File: src/rtl/clint_pkg.sv
// clint_pkg: CLINT register map constants and the 64-bit time type
package clint_pkg;
  localparam logic [15:0] MSIP_BASE = 16'h0000;
  localparam logic [15:0] MTIMECMP_BASE = 16'h4000;
  localparam logic [15:0] MTIME_ADDR = 16'hBFF8;
  localparam logic [15:0] MTIMEH_ADDR = 16'hBFFC;
  localparam int MAX_HARTS = 16;
  typedef logic [63:0] mtime_t;
endpackage

File: src/rtl/clint_tick_gen.sv
// clint_tick_gen: mtime prescaler, one tick every TICK_DIV cycles, restarted by clr_i
module clint_tick_gen import clint_pkg::*; #(
  parameter int TICK_DIV = 1
) (
  input  logic clk_i,
  input  logic rst_i,
  input  logic clr_i,
  output logic tick_o
);
  logic [15:0] cnt_q, cnt_d;
  assign tick_o = cnt_q == 16'(TICK_DIV - 1);
  assign cnt_d = (clr_i || tick_o) ? '0 : cnt_q + 16'd1;
  always_ff @(posedge clk_i) begin
    cnt_q <= rst_i ? '0 : cnt_d;
  end
endmodule

File: src/rtl/clint_mh.sv
// clint_mh: multi-hart CLINT (msip, mtimecmp, mtime); CLINT_TICK_DIV_EN enables the mtime prescaler
`ifndef DATA_WIDTH
`define DATA_WIDTH 32
`endif
`ifndef ZERO
`define ZERO '0
`endif
module clint_mh import clint_pkg::*; #(
  parameter int NUM_HARTS = 1,
  parameter int TICK_DIV = 1
) (
  input  logic                   clk_i,
  input  logic                   rst_i,
  input  logic                   req_i,
  input  logic                   we_i,
  input  logic [`DATA_WIDTH-1:0] addr_i,
  input  logic [`DATA_WIDTH-1:0] data_i,
  output logic [`DATA_WIDTH-1:0] data_o,
  output logic                   ack_o,
  output logic [NUM_HARTS-1:0]   timer_irq_o,
  output logic [NUM_HARTS-1:0]   software_irq_o
);
  logic [15:0] a, ms_off, cmp_off;
  logic aligned, wr, msip_sel, cmp_sel, mtl_sel, mth_sel, mt_we, tick, ack_q;
  logic [NUM_HARTS-1:0] msip_q, msip_d, tirq_d, tirq_q, sirq_q;
  logic [`DATA_WIDTH-1:0] rdata, data_q;
  mtime_t mtime_q, mtime_d;
  mtime_t cmp_q [NUM_HARTS];
  mtime_t cmp_d [NUM_HARTS];
  logic unused_addr;
  assign unused_addr = ^addr_i[`DATA_WIDTH-1:16];
  assign a = addr_i[15:0];
  assign ms_off = a - MSIP_BASE;
  assign cmp_off = a - MTIMECMP_BASE;
  assign aligned = a[1:0] == 2'b00;
  assign wr = req_i & we_i;
  assign msip_sel = aligned && a < MTIMECMP_BASE && 32'(ms_off[15:2]) < NUM_HARTS;
  assign cmp_sel = aligned && a >= MTIMECMP_BASE && 32'(cmp_off[15:3]) < NUM_HARTS;
  assign mtl_sel = a == MTIME_ADDR;
  assign mth_sel = a == MTIMEH_ADDR;
  assign mt_we = wr & (mtl_sel | mth_sel);
`ifdef CLINT_TICK_DIV_EN
  clint_tick_gen #(.TICK_DIV(TICK_DIV)) u_tick (
    .clk_i (clk_i),
    .rst_i (rst_i),
    .clr_i (mt_we),
    .tick_o(tick)
  );
`else
  logic unused_cfg;
  assign unused_cfg = ^16'(TICK_DIV);
  assign tick = 1'b1;
`endif
  // Software writes to mtime replace the increment for that edge
  always_comb begin
    rdata = `ZERO;
    msip_d = msip_q;
    cmp_d = cmp_q;
    mtime_d = mt_we ? mtime_q : mtime_q + 64'(tick);
    for (int h = 0; h < NUM_HARTS; h++) begin
      if (msip_sel && 32'(ms_off[15:2]) == h) begin
        rdata = {31'b0, msip_q[h]};
        if (wr) msip_d[h] = data_i[0];
      end
      if (cmp_sel && 32'(cmp_off[15:3]) == h) begin
        rdata = cmp_off[2] ? cmp_q[h][63:32] : cmp_q[h][31:0];
        if (wr && cmp_off[2]) cmp_d[h][63:32] = data_i;
        if (wr && !cmp_off[2]) cmp_d[h][31:0] = data_i;
      end
    end
    if (mtl_sel) rdata = mtime_q[31:0];
    if (mth_sel) rdata = mtime_q[63:32];
    if (wr && mtl_sel) mtime_d[31:0] = data_i;
    if (wr && mth_sel) mtime_d[63:32] = data_i;
  end
  for (genvar g = 0; g < NUM_HARTS; g++) begin : g_cmp
    assign tirq_d[g] = mtime_q >= cmp_q[g];
  end
  always_ff @(posedge clk_i) begin
    if (rst_i) begin
      mtime_q <= '0;
      for (int h = 0; h < NUM_HARTS; h++) cmp_q[h] <= '1;
      msip_q <= '0;
      ack_q <= 1'b0;
      data_q <= `ZERO;
      tirq_q <= '0;
      sirq_q <= '0;
    end else begin
      mtime_q <= mtime_d;
      cmp_q <= cmp_d;
      msip_q <= msip_d;
      ack_q <= req_i;
      data_q <= (req_i && !we_i) ? rdata : `ZERO;
      tirq_q <= tirq_d;
      sirq_q <= msip_q;
    end
  end
  assign data_o = data_q;
  assign ack_o = ack_q;
  assign timer_irq_o = tirq_q;
  assign software_irq_o = sirq_q;
endmodule

File: config.mk
export PLATFORM = sky130hd
export DESIGN_NAME = clint_mh
export DESIGN_NICKNAME = d
export VERILOG_FILES = /design/src/rtl/clint_pkg.sv /design/src/rtl/clint_tick_gen.sv /design/src/rtl/clint_mh.sv
export SDC_FILE = /design/constraint.sdc
export NUM_CORES = 1
export LEC_CHECK = 0
export ABC_AREA = 1
export CAP_MARGIN = 20
export CORE_MARGIN = 8
export CORE_UTILIZATION = 60
export DETAILED_ROUTE_END_ITERATION = 8
export HOLD_SLACK_MARGIN = 0.02
export PLACE_DENSITY = 0.83
export RECOVER_POWER = 50
export SLEW_MARGIN = 20
export SYNTH_ARGS = -nofsm -noshare
export SYNTH_HDL_FRONTEND = slang
export SYNTH_SLANG_ARGS = --single-unit
export TNS_END_PERCENT = 100
File: constraint.sdc
create_clock -name clk_i -period 5.4 [get_ports clk_i]
set_input_delay 1.08 -clock clk_i [delete_from_list [all_inputs] [get_ports clk_i]]
set_output_delay 1.08 -clock clk_i [all_outputs]
set_load 0.005 [all_outputs]
==> metrics.txt <==
# TYPE chip_impl_metric gauge
chip_impl_metric{name="worst_hold_path.num_cells",unit=""} 2
chip_impl_metric{name="clock_sinks",unit=""} 164
chip_impl_info{name="outcome",value="complete, but fails checks"} 1
chip_impl_metric{name="chipHeight",unit="um"} 152
chip_impl_metric{name="rr_worst_depth",unit=""} 11
chip_impl_metric{name="setup_slack",unit="ps"} 850
chip_impl_metric{name="detailedPlacementHpwl",unit="mm"} 27.6
chip_impl_info{name="crit_path_end_kind",value="flip-flop"} 1
chip_impl_info{name="unrepaired_setup_endpoints_after_global_routing",value="no"} 1
chip_impl_metric{name="synth_sequential_area_ratio",unit="%"} 29.7
chip_impl_metric{name="groute.usage.overall",unit="%"} 33.3
chip_impl_metric{name="grt_use_met1",unit="%"} 43.1
chip_impl_metric{name="finalCriticalPeriod",unit="ps"} 4550
chip_impl_metric{name="core",unit="mm2"} 0.0180
chip_impl_info{name="violations",value="max-capacitance violations, max-slew violations"} 1
chip_impl_metric{name="crit_arrival",unit="ps"} 4940
chip_impl_metric{name="total_wire_length",unit="mm"} 37.7
chip_impl_metric{name="timing.hold.ws",unit="ps"} 450
chip_impl_metric{name="total_setup_violations_reported_at_the_end_of_the_flow",unit=""} 0
chip_impl_info{name="setup.worst_path.start_class",value="primary input"} 1
chip_impl_metric{name="synth_edf_count",unit=""} 0
chip_impl_metric{name="hold_viol_final",unit=""} 0
chip_impl_metric{name="pwr-share-comb",unit="%"} 4.4
chip_impl_metric{name="design_area",unit="mm2"} 0.0125
chip_impl_info{name="timing.rr.start",value="mtime_q[0]"} 1
chip_impl_info{name="crit-reg2reg-capture",value="mtime_q[47]"} 1
chip_impl_metric{name="ys_async_sr_fraction",unit="%"} 0
chip_impl_metric{name="finalMaxSlewViolations",unit=""} 152
chip_impl_metric{name="via_count_of_the_first_global_routing_pass",unit=""} 11200
chip_impl_metric{name="yosys.area_share.xor_xnor",unit="%"} 1.74
chip_impl_info{name="cp_cell_sequence",value="dlygate4sd3_1 -> clkbuf_1 -> nor3_1 -> clkbuf_1 -> o21ai_0 -> o21bai_1 -> inv_1"} 1
chip_impl_metric{name="irDropWorstVdd",unit="mV"} 0.230
chip_impl_metric{name="drt.antenna.violating_nets",unit=""} 0
chip_impl_metric{name="synth_cell_type_count",unit=""} 45
chip_impl_metric{name="vias",unit=""} 11700
chip_impl_metric{name="clk_pin_slew_worst_paths",unit="ps"} 70
chip_impl_metric{name="power.net_switching",unit="uW"} 648
chip_impl_info{name="dominant_combinational_cell_family_by_area_after_synthesis",value="simple AND/OR/NAND/NOR gates"} 1
chip_impl_metric{name="finalSetupTns",unit="ps"} 0
chip_impl_metric{name="post-route-drc-count",unit=""} 0
chip_impl_metric{name="worst_ep_required_time",unit="ps"} 5790
chip_impl_info{name="tritoncts_clock_tree",value="done"} 1
chip_impl_metric{name="met3_usage",unit="%"} 6.39
chip_impl_metric{name="avgRoutedWirePerCell",unit="um"} 19.1
chip_impl_metric{name="synth.cell_area",unit="mm2"} 0.0110
chip_impl_metric{name="grt_first_pass_wirelength",unit="mm"} 59.5
chip_impl_info{name="synth_flop_cell",value="dfxtp_1"} 1
chip_impl_metric{name="seq_area",unit="mm2"} 0.00328
chip_impl_metric{name="port_buffers",unit=""} 86
chip_impl_metric{name="dieArea",unit="mm2"} 0.0230
chip_impl_metric{name="grt-ovfl-total",unit=""} 0
chip_impl_metric{name="detail_route.iter0.violations",unit=""} 1396
chip_impl_metric{name="num_rows",unit=""} 49
chip_impl_metric{name="postSynthRegisterBits",unit=""} 164
chip_impl_metric{name="nets",unit=""} 1867
chip_impl_metric{name="power.share.switching",unit="%"} 25.1
chip_impl_metric{name="power.total",unit="mW"} 2.59
chip_impl_metric{name="fmax",unit="MHz"} 220
chip_impl_info{name="worstSetupPathType",value="in2reg"} 1
chip_impl_metric{name="num_antenna_cells",unit=""} 0
chip_impl_info{name="global_route.peak_usage_layer",value="met2"} 1
chip_impl_metric{name="power.internal",unit="mW"} 1.94
chip_impl_metric{name="synthesized_net_count",unit=""} 1813
chip_impl_info{name="cp_common_cell",value="clkbuf_1"} 1
chip_impl_info{name="critical_path_s_slowest_cell",value="clkbuf_1"} 1
chip_impl_metric{name="post_route_cells_drive_above_1_share",unit="%"} 5.34
chip_impl_info{name="cts.root.buffer_cell",value="clkbuf_16"} 1
chip_impl_metric{name="clock_power_share",unit="%"} 48.6
chip_impl_metric{name="placed_cells",unit=""} 1940
chip_impl_metric{name="powerDensity",unit="mW/mm2"} 207
chip_impl_metric{name="avgSynthCellArea",unit="um2"} 6.59
chip_impl_info{name="cell_class_contributing_the_biggest_share_of_worst_path_delay",value="buffers and inverters"} 1
chip_impl_metric{name="grt_antenna_before_repair",unit=""} 0
chip_impl_metric{name="clock_tree.htree_level_count",unit=""} 4
chip_impl_info{name="min_from",value="msip_q"} 1
chip_impl_metric{name="clkLatencyLatePin",unit="ps"} 450
chip_impl_metric{name="floorplan.initialDensity",unit="%"} 61.3
chip_impl_metric{name="max-clock-path-buffers",unit=""} 2
chip_impl_metric{name="ports_placed_on_the_boundary",unit=""} 103
chip_impl_info{name="worstHoldPathType",value="reg2reg"} 1
chip_impl_metric{name="final-instance-count-excl-fill",unit=""} 1972
chip_impl_metric{name="gp_congestion",unit=""} 1.05
chip_impl_metric{name="drv.max_cap_violation_count",unit=""} 4
chip_impl_metric{name="netlist_instances",unit=""} 1676
chip_impl_metric{name="gr-usage-met2",unit="%"} 53.6
chip_impl_metric{name="firstDrtPassIters",unit=""} 6
chip_impl_info{name="worstHoldEndpoint",value="software_irq_o"} 1
chip_impl_metric{name="post_synth_and_or_nand_nor_area_fraction",unit="%"} 27.7
chip_impl_metric{name="worstMarginPinSlew",unit="ps"} 2390
chip_impl_info{name="synth_largest_area_cell",value="dfxtp_1"} 1
chip_impl_metric{name="dp_slack",unit="ps"} 1380
chip_impl_metric{name="final_core_util",unit="%"} 69.2
chip_impl_metric{name="pwr-share-seq",unit="%"} 46.9
chip_impl_metric{name="yosys_warnings",unit=""} 0
chip_impl_metric{name="yosysTopAreaCellShare",unit="%"} 29.7
chip_impl_metric{name="fp.dieW",unit="um"} 152
chip_impl_metric{name="via_per_inst",unit=""} 5.91
chip_impl_info{name="netlist_top_cells_area",value="dfxtp_1 (30%), nand2_1 (14%), inv_1 (8.8%), ha_1 (7.8%), nor2_1 (5.5%)"} 1
chip_impl_metric{name="post_cts.resized_instances",unit=""} 0
chip_impl_metric{name="timing.slew.headroom",unit="%"} -59.0
chip_impl_metric{name="ctsHoldBuffers",unit=""} 0
chip_impl_metric{name="worst-r2r-setup-slack",unit="ps"} 2930
chip_impl_metric{name="nFillCells",unit=""} 1617
chip_impl_metric{name="placed_area",unit="mm2"} 0.0120
chip_impl_metric{name="post_cts_buffers",unit=""} 0
chip_impl_metric{name="final_min_period_over_clock_period",unit="%"} 84.3
chip_impl_metric{name="multiInputGateArea",unit="mm2"} 0.00632
chip_impl_metric{name="synthToLayoutAreaGrowth",unit="%"} 13.0
chip_impl_metric{name="synth_mux_area_share",unit="%"} 0
chip_impl_metric{name="grt_max_degree",unit=""} 65
chip_impl_metric{name="final.setup_skew",unit="ps"} 11.3
chip_impl_metric{name="cellLeakagePower",unit="nW"} 6.70
chip_impl_metric{name="worst-path-buf-inv",unit=""} 4
chip_impl_metric{name="synth_area_in_compound_gates",unit="%"} 20.7
chip_impl_metric{name="path_max_fanout",unit=""} 39
chip_impl_metric{name="cts_made_buffers",unit=""} 17
chip_impl_metric{name="critical-path-max-stage-delay",unit="ps"} 1270
chip_impl_metric{name="synthAdderAreaFrac",unit="%"} 7.82
## cell type report
class                      count  area share (%)
clock buffer                  19            3.63
inverter                     275            8.28
tap                          229            2.30
multi-input combinational   1173            50.7
clock inverter                13            1.11
sequential                   164            26.3
timing repair buffer          99            7.69
## how the worst max path moves through the flow
stage / startpoint / endpoint / slack (ps) / cells past startpoint
after floorplan: addr_i[14] / cmp_q[23] / 2840 / 10
after global placement: addr_i[14] / cmp_q[45] / 1460 / 11
after detailed placement: addr_i[14] / cmp_q[47] / 1380 / 12
after CTS: addr_i[14] / cmp_q[47] / 1820 / 12
after global routing: rst_i / data_o[31] / 800 / 7
final: rst_i / data_o[15] / 850 / 7
## synthesized netlist by cell type, types with 8 or more instances
master / n
nand4_1: 28
nor2_2: 8
xor2_1: 17
buf_2: 16
dfxtp_1: 164
o21ai_1: 33
nor2_1: 163
o22ai_1: 38
o21bai_1: 32
clkbuf_1: 36
o211ai_1: 38
nand3_1: 72
a21oi_1: 72
o21ai_0: 84
nand2_1: 416
a31oi_1: 16
o211ai_2: 32
buf_6: 8
inv_2: 12
inv_1: 260
ha_1: 69
nor3_1: 16
## worst min-delay path, cell delays in order, from the launching register on
cell	delay [ps]
dfxtp_1	300
inv_1	70
nor2_1	40
## sequential cells by signal, indices dropped and copies added (netlist names)
| name | count |
|---|---|
| cmp_q | 64 |
| mtime_q | 64 |
| data_o | 32 |
| ack_o | 1 |
| msip_q | 1 |
| software_irq_o | 1 |
| timer_irq_o | 1 |
## power groups by stage
stage	logic [mW]	clock network [mW]	registers [mW]
floorplan	0.0515	0	1.24
global placement	0.112	0	1.24
detailed placement	0.115	0	1.24
CTS	0.115	1.26	1.21
global route	0.123	1.30	1.21
finish	0.115	1.26	1.21
## placed cells by master (no fill, tap or decap), drive strengths merged, types with 29 or more instances in the layout
cell type and n:
a21oi 72, clkdlybuf4s50 50, dfxtp 164, dlygate4sd3 36, ha 69, inv 278
nand2 418, nand3 73, nand4 29, nor2 176, o211ai 70, o21ai 117
o21bai 32, o22ai 38
## kinds of logic after synthesis
family                     Yosys count
xor gates and xnor gates            22
adders and majority gates           69
and+or+nand+nor                    728
buffers and inverters              339
AOI/OAI and AO/OA                  354
DFF                                164
## per-layer routing
metal	up-vias	share of wire (%)
met4	0	3.2
li1	5586	-
met3	109	10
met5	-	0
met1	5329	41
met2	629	45
Note: power is estimated with default switching activity, not from simulation.
